--- src/rtl/req_ack_responder.sv ---
// Responder end of a 4-phase req/ack handshake: captures req_data, raises ack
// after ACK_DELAY wait edges, and queues each accepted word for a valid/ready consumer.
module req_ack_responder #(
    parameter int DATA_W    = 8,
    parameter int DEPTH     = 4,
    parameter int ACK_DELAY = 1
) (
    input  logic                   clk,
    input  logic                   rst,
    input  logic                   req,
    input  logic [DATA_W-1:0]      req_data,
    output logic                   ack,
    output logic                   rsp_valid,
    output logic [DATA_W-1:0]      rsp_data,
    input  logic                   rsp_ready,
    output logic [$clog2(DEPTH):0] count,
    output logic                   full,
    output logic                   empty,
    output logic                   proto_err,
    output logic [1:0]             state
);
    localparam int AW = $clog2(DEPTH);
    localparam int PW = AW + 1;

    typedef enum logic [1:0] {
        S_IDLE = 2'b00,
        S_WAIT = 2'b01,
        S_ACK  = 2'b10,
        S_BAD  = 2'b11
    } state_t;

    state_t            state_q, state_d;
    logic              ack_d;
    logic              proto_err_d;
    logic [DATA_W-1:0] hold_q, hold_d;
    logic [1:0]        dly_q, dly_d;
    logic              push, pop;
    logic [PW-1:0]     wr_ptr, rd_ptr;
    logic [DATA_W-1:0] mem [DEPTH];

    // Downstream handshake: a word transfers on every posedge where
    // rsp_valid && rsp_ready; rsp_valid never depends on rsp_ready, and the
    // head word stays put until it transfers.
    assign count     = wr_ptr - rd_ptr;
    assign full      = (count == PW'(DEPTH));
    assign empty     = (count == '0);
    assign rsp_valid = !empty;
    assign rsp_data  = empty ? '0 : mem[rd_ptr[AW-1:0]];
    assign pop       = rsp_valid && rsp_ready;
    assign state     = state_q;

    always_comb begin
        state_d     = state_q;
        ack_d       = ack;
        proto_err_d = proto_err;
        hold_d      = hold_q;
        dly_d       = dly_q;
        push        = 1'b0;
        case (state_q)
            S_IDLE: begin
                ack_d = 1'b0;
                if (req) begin
                    hold_d  = req_data;
                    dly_d   = 2'd1;
                    state_d = S_WAIT;
                end
            end
            S_WAIT: begin
                ack_d = 1'b0;
                if (!req) begin
                    proto_err_d = 1'b1;
                    hold_d      = '0;
                    state_d     = S_IDLE;
                end else if (dly_q < 2'(ACK_DELAY)) begin
                    dly_d = dly_q + 2'd1;
                // A pop on the same edge frees the slot the push needs.
                end else if (!full || pop) begin
                    push    = 1'b1;
                    ack_d   = 1'b1;
                    state_d = S_ACK;
                end
            end
            S_ACK: begin
                ack_d = req;
                if (!req) begin
                    state_d = S_IDLE;
                end
            end
            default: begin
                ack_d   = 1'b0;
                state_d = S_IDLE;
            end
        endcase
    end

    always_ff @(posedge clk or posedge rst) begin
        if (rst) begin
            state_q   <= S_IDLE;
            ack       <= 1'b0;
            proto_err <= 1'b0;
            hold_q    <= '0;
            dly_q     <= '0;
            wr_ptr    <= '0;
            rd_ptr    <= '0;
        end else begin
            state_q   <= state_d;
            ack       <= ack_d;
            proto_err <= proto_err_d;
            hold_q    <= hold_d;
            dly_q     <= dly_d;
            if (push) begin
                wr_ptr <= wr_ptr + 1'b1;
            end
            if (pop) begin
                rd_ptr <= rd_ptr + 1'b1;
            end
        end
    end

    // Storage needs no reset: the pointers alone decide which entries are live.
    always_ff @(posedge clk) begin
        if (push) begin
            mem[wr_ptr[AW-1:0]] <= hold_q;
        end
    end

endmodule

--- config.mk ---
export PLATFORM = sky130hd
export DESIGN_NAME = req_ack_responder
export DESIGN_NICKNAME = d
export VERILOG_FILES = /design/src/rtl/req_ack_responder.sv
export SDC_FILE = /design/constraint.sdc
export NUM_CORES = 1
export LEC_CHECK = 0
export CORE_MARGIN = 4
export CORE_UTILIZATION = 45
export CTS_BUF_LIST = sky130_fd_sc_hd__clkbuf_8
export DETAILED_ROUTE_END_ITERATION = 8
export PLACE_DENSITY = 0.76
export SYNTH_ARGS = -nofsm -noshare
export SYNTH_HDL_FRONTEND = slang
export SYNTH_SLANG_ARGS = --single-unit
--- constraint.sdc ---
create_clock -name clk -period 3.1 [get_ports clk]
set_input_delay 0.465 -clock clk [delete_from_list [all_inputs] [get_ports clk]]
set_output_delay 0.465 -clock clk [all_outputs]
set_load 0.02 [all_outputs]
* Word-level counts from Yosys, hierarchy flattened *
Memory sizes are Yosys's and may differ from the RTL's.
Cells that the tools add are included.

storage, ports and cells
  bits in registers = 20
  bits in writable memories = 32
  bits of input ports = 12
  logic and storage cells = 55
  memories kept = 1

operators by class
  $add $sub $neg = 4
  order comparisons = 1
  equality and inequality tests = 10
  mux-type cells = 20
  bitwise operators = 1
  reduce and logical (&&, ||, !) cells = 11

memory list
  name  words  width  read ports  clocked after Yosys merged registers in  write ports  line  text
  mem   4      8      1           0                                        1            39    logic [DATA_W-1:0] mem [DEPTH];

operator list
  operator                                                                      number
  8-bit 2-to-1 mux                                                              3
  8-bit one-hot mux with 2 select lines                                         1
  2-bit 2-to-1 mux                                                              7
  2-bit inequality test, second input constant                                  5
  4-bit AND reduction                                                           2
  3-bit by 1-bit adder with 3-bit output, second input constant                 2
  1-bit 2-to-1 mux                                                              6
  3-bit inequality test, second input constant                                  2
  2-bit one-hot mux with 3 select lines                                         1
  2-bit one-hot mux with 2 select lines                                         1
  3-bit equality test, second input constant                                    1
  3-bit zero test                                                               1
  3-bit AND reduction                                                           1
  3-bit subtractor                                                              1
  2-bit by 1-bit adder with 2-bit output, second input constant                 1
  2-bit by 1-bit equality test with 1-bit output, second input constant         1
  2-bit equality test, second input constant                                    1
  1-bit zero test                                                               2
  2-bit zero test                                                               1
  2-bit by 1-bit less-than comparator with 1-bit output, second input constant  1
  1-bit one-hot mux with 2 select lines                                         1
  2-bit AND reduction                                                           1
  2-bit nonzero test                                                            1
  1-bit logical AND                                                             1
  2 further kinds                                                               2

* Depth between registers and ports, before layout *
  depth in word-level cells = 11
  depth in mapped cells = 10
  gate-level depth less buffers = 9

* Worst setup path before layout *
No wires, ideal clock.

  path kind = flip-flop to output port
  from = register wr_ptr[0]
  to = output port rsp_data[0]
  data arrival time = 2.156 ns
  setup slack = 0.479 ns
  stages on the path, launching flop included = 10
  buffers on the path = 1
  cell sequence = dfrtp_1 inv_1 ha_1 fa_1 xnor3_2 inv_2 nor2_1 inv_1 buf_4 and2_1

on the way
  word-level cells in the longest chain between the ends = 3

RTL lines
  item                    line  text
  start, declared         38    logic [PW-1:0] wr_ptr, rd_ptr;
  start signal, assigned  112   wr_ptr <= wr_ptr + 1'b1;
  3-bit subtractor        44    assign count = wr_ptr - rd_ptr;
  named net count[2]      16    output logic [$clog2(DEPTH):0] count,
  3-bit zero test         46    assign empty = (count == '0);
  named net empty         18    output logic empty,
  8-bit 2-to-1 mux        48    assign rsp_data = empty ? '0 : mem[rd_ptr[AW-1:0]];
  end, declared           14    output logic [DATA_W-1:0] rsp_data,

The timed path passes the listed nets, and every way through them passes these cells.

* Final worst setup path *
  from = register wr_ptr[0]
  to = output port empty

on the way
  word-level cells in the longest chain between the ends = 2

RTL lines
  item              line
  3-bit subtractor  44
  3-bit zero test   46
  end, declared     18

No other way between the ends.

==> results.md <==
* Status: complete, no violations
* Crit Path Class: register to primary output
* Clk_skew at approximately 0.011 ns
* R2R Path Start: wr_ptr[0]$_DFFE_PP0P_
* Placer Congestion at slightly below 0.8
* Post-synth top cells: edfxtp_1 (32), dfrtp_1 (20), nor2_1 (18)
* Sw Ratio at around 40%
* Max-cap violations at 0
* Predominant post-synthesis flop cell: edfxtp_1
* DRT Pass-1 Iters at 4
* Crit end category: primary output
* HP Class: register to register
* Comb power frac at a little over half
* Setup TNS at 0 ns
* Hold path depth at 1
* Synthesized area at 2360 um2
* Biggest area consumer among synthesized cells: edfxtp_1
* Final WS setup at approximately 0.16 ns
* Syn nets at between 150 and 200
* Clock root buffer: clkbuf_8
* Synth Register Bits at 52
* Core Footprint at just over 5000 um2
* Post-synth ARST share at between 30 and 40%
* Reg2reg path depth at 6
* F_max at 0.340 GHz
* Leak at around 1.1 nW
* CP Data Arrival Time at between 2 and 2.5 ns
* Drt drc at 0
* Register area share after synthesis at approximately three fifths
* Final #Nets at about 220
* Initial Utilization at a little under half
* Final min period at approximately 2.9 ns
* Clock sink total at 52
* Most frequent cell after synthesis: edfxtp_1
* Syn Inst Count at 170
* N_diodes at 0
* Detail Route Antenna Nets at 0
* P_sw at roughly 1.2 mW
* Number of vias per cell at about 4.9
* DIE WIDTH at ~80 um
* Number of H-tree levels at 2
* PortBufs at 29
* Synth top area cells: edfxtp_1 (41%), dfrtp_1 (21%), mux4_2 (7.6%), ha_1 (5.3%), a221oi_1 (3.0%)
* EDFF count, synth at 32
* Die area at ~6500 um2
* Slew of the pin with the lowest slew margin at between 0.7 and 0.8 ns
* CP startpoint kind: register
* Iteration-0 DRC Markers at between 100 and 150
* Hpwl dp at 2.82 mm
* Worst setup startpoint: wr_ptr[0]$_DFFE_PP0P_
* CTS tree: done
* RSZ-0062 raised after global routing: false
* PwrDens at 1110 nW/um2
* Relative slew slack at 47.8%
* Initial antenna violation count at 0
* Final Max Tran Viols at 0
* Fraction of layout cells with a size suffix above 1 at between 10% and 20%
* Hold_buf cts at 0
* Worst vdd ir at between 0.0005 and 0.0006 V
* Worst reg-to-reg setup slack at roughly 0.59 ns
* Internal power at 1.86 mW
* Yosys warnings at 0
* Final Hold Fails at 0
* Pre-CTS WS at roughly 0.12 ns
* Vias in the first global route at between 1k and 1.5k
* Final WL at between 3 and 4 mm
* Area growth syn-to-layout at 18.8%
* Gr usage total at between 10 and 15%
* Clock Tree Buf Depth at 2
* Clock network power share at about an eighth
* Worst Path Max Fanout at 4
* Via count at roughly 1.3k
* Overflow after GRT at 0
* WP data required at approximately 2.6 ns
* I/O pin count at 30
* TritonCTS Buffers at 5
* Top-area cell type share of the netlist area at between 40% and 50%
* First-pass GRT wire length at between 6 and 7 mm
* Final setup viols at 0
* FF-to-FF End: mem[1][5]$_DFFE_PP_
* Die span in y at about 80 um
* Final Cycle Share at 94.9%
* Pin count of the biggest net entering global routing at 22
* Hold Startpoint: wr_ptr[2]$_DFFE_PP0P_
* Rows at 26
* Avg WL per Cell at between 10 and 15 um
* Clock-pin slew on the worst setup and hold paths at 0.09 ns
* Seq pwr share at a little over a third
* Syn_area_per_cell at between 10 and 15 um2
* Synth cell types at 34
* Min-Delay Endpoint: wr_ptr[2]$_DFFE_PP0P_
* Latest clock arrival within the worst-skew pair at 0.31 ns
-- state kept, by name, summed over array words and instances, names as in the netlist --
signal	cells
ack	1
dly_q	2
hold_q	8
mem	32
proto_err	1
rd_ptr	3
state	2
wr_ptr	3
-- how the worst max path moves through the flow --
stage	end
2_1_floorplan	rsp_data[0]
3_3_place_gp	rsp_data[7]
3_5_place_dp	rsp_data[7]
4_1_cts	rsp_valid
5_1_grt	empty
6_report	empty
-- per-layer routing --
metal	wire [um]	GRT usage (%)	vias up
met5	0	0	-
met4	58	5.07	0
met3	183	2.80	7
met2	1900	21.5	32
met1	1800	18.8	634
li1	-	-	664
-- cells by family after synthesis --
kind of cell             share of synthesized area, %
AO/OA/AOI/OAI                                    6.84
XOR/XNOR                                         2.49
adder cells (fa/ha/maj)                          6.15
buffers and inverters                            3.50
flip-flops                                       62.0
multiplexers                                     8.59
AND/OR/NAND/NOR                                  10.5
-- cell usage in the layout (no fill, tap or decap), types with 2 or more instances in the layout --
cell	n
edfxtp_1	32
dfrtp_1	20
clkdlybuf4s50_1	20
nor2_1	18
nand2_1	13
inv_1	11
and2_1	10
ha_1	10
a221oi_1	8
mux4_2	8
dlygate4sd2_1	8
o21ai_0	5
clkbuf_8	5
nand3_1	3
a21oi_1	3
xnor2_1	3
and2_2	3
buf_4	3
inv_2	2
-- final cells by class --
class	count	area, um2
clock buffer	5	68.8
clock inverter	3	20.0
fill	437	2300
inverter	12	45.0
multi-input combinational	98	815
sequential	52	1460
tap	70	87.6
timing repair buffer	32	305
-- through the flow --
| stage | cell area [um2] | total power, mW | instances | hold WS (ns) | util (%) |
|---|---|---|---|---|---|
| after floorplan | 2360 | 2.19 | 170 | 0.429 | - |
| after CTS | 2800 | 3.15 | 272 | 0.477 | 54.8 |
| after global placement | 2720 | 2.81 | 264 | 0.444 | 53.3 |
| final | 2800 | 3.10 | 272 | 0.472 | 54.9 |
| after detailed placement | 2720 | 2.85 | 264 | 0.451 | 53.3 |
| after global routing | 2800 | 3.33 | 272 | 0.516 | 54.9 |
-- critical path, cell delays in order, from the launching register on --
cell	delay (ns)
dfrtp_1	0.38
inv_1	0.10
ha_1	0.22
fa_1	0.37
xnor3_2	0.24
inv_2	0.06
nor2_1	0.16
clkdlybuf4s50_1	0.64
-- power groups by stage --
stage               Clock, mW  Sequential [mW]  Combinational, mW
global placement            0             1.10               1.71
global route            0.414             1.12               1.80
CTS                     0.387             1.10               1.67
floorplan                   0             1.09               1.10
detailed placement          0             1.11               1.74
finish                  0.379             1.09               1.63
-- what timing repair did --
action                     4_1_cts  5_1_grt
buffers inserted                 0        0
gates resized for setup          9        1
setup endpoints to repair        9        1
No activity file was read; power rests on OpenSTA's default activity.
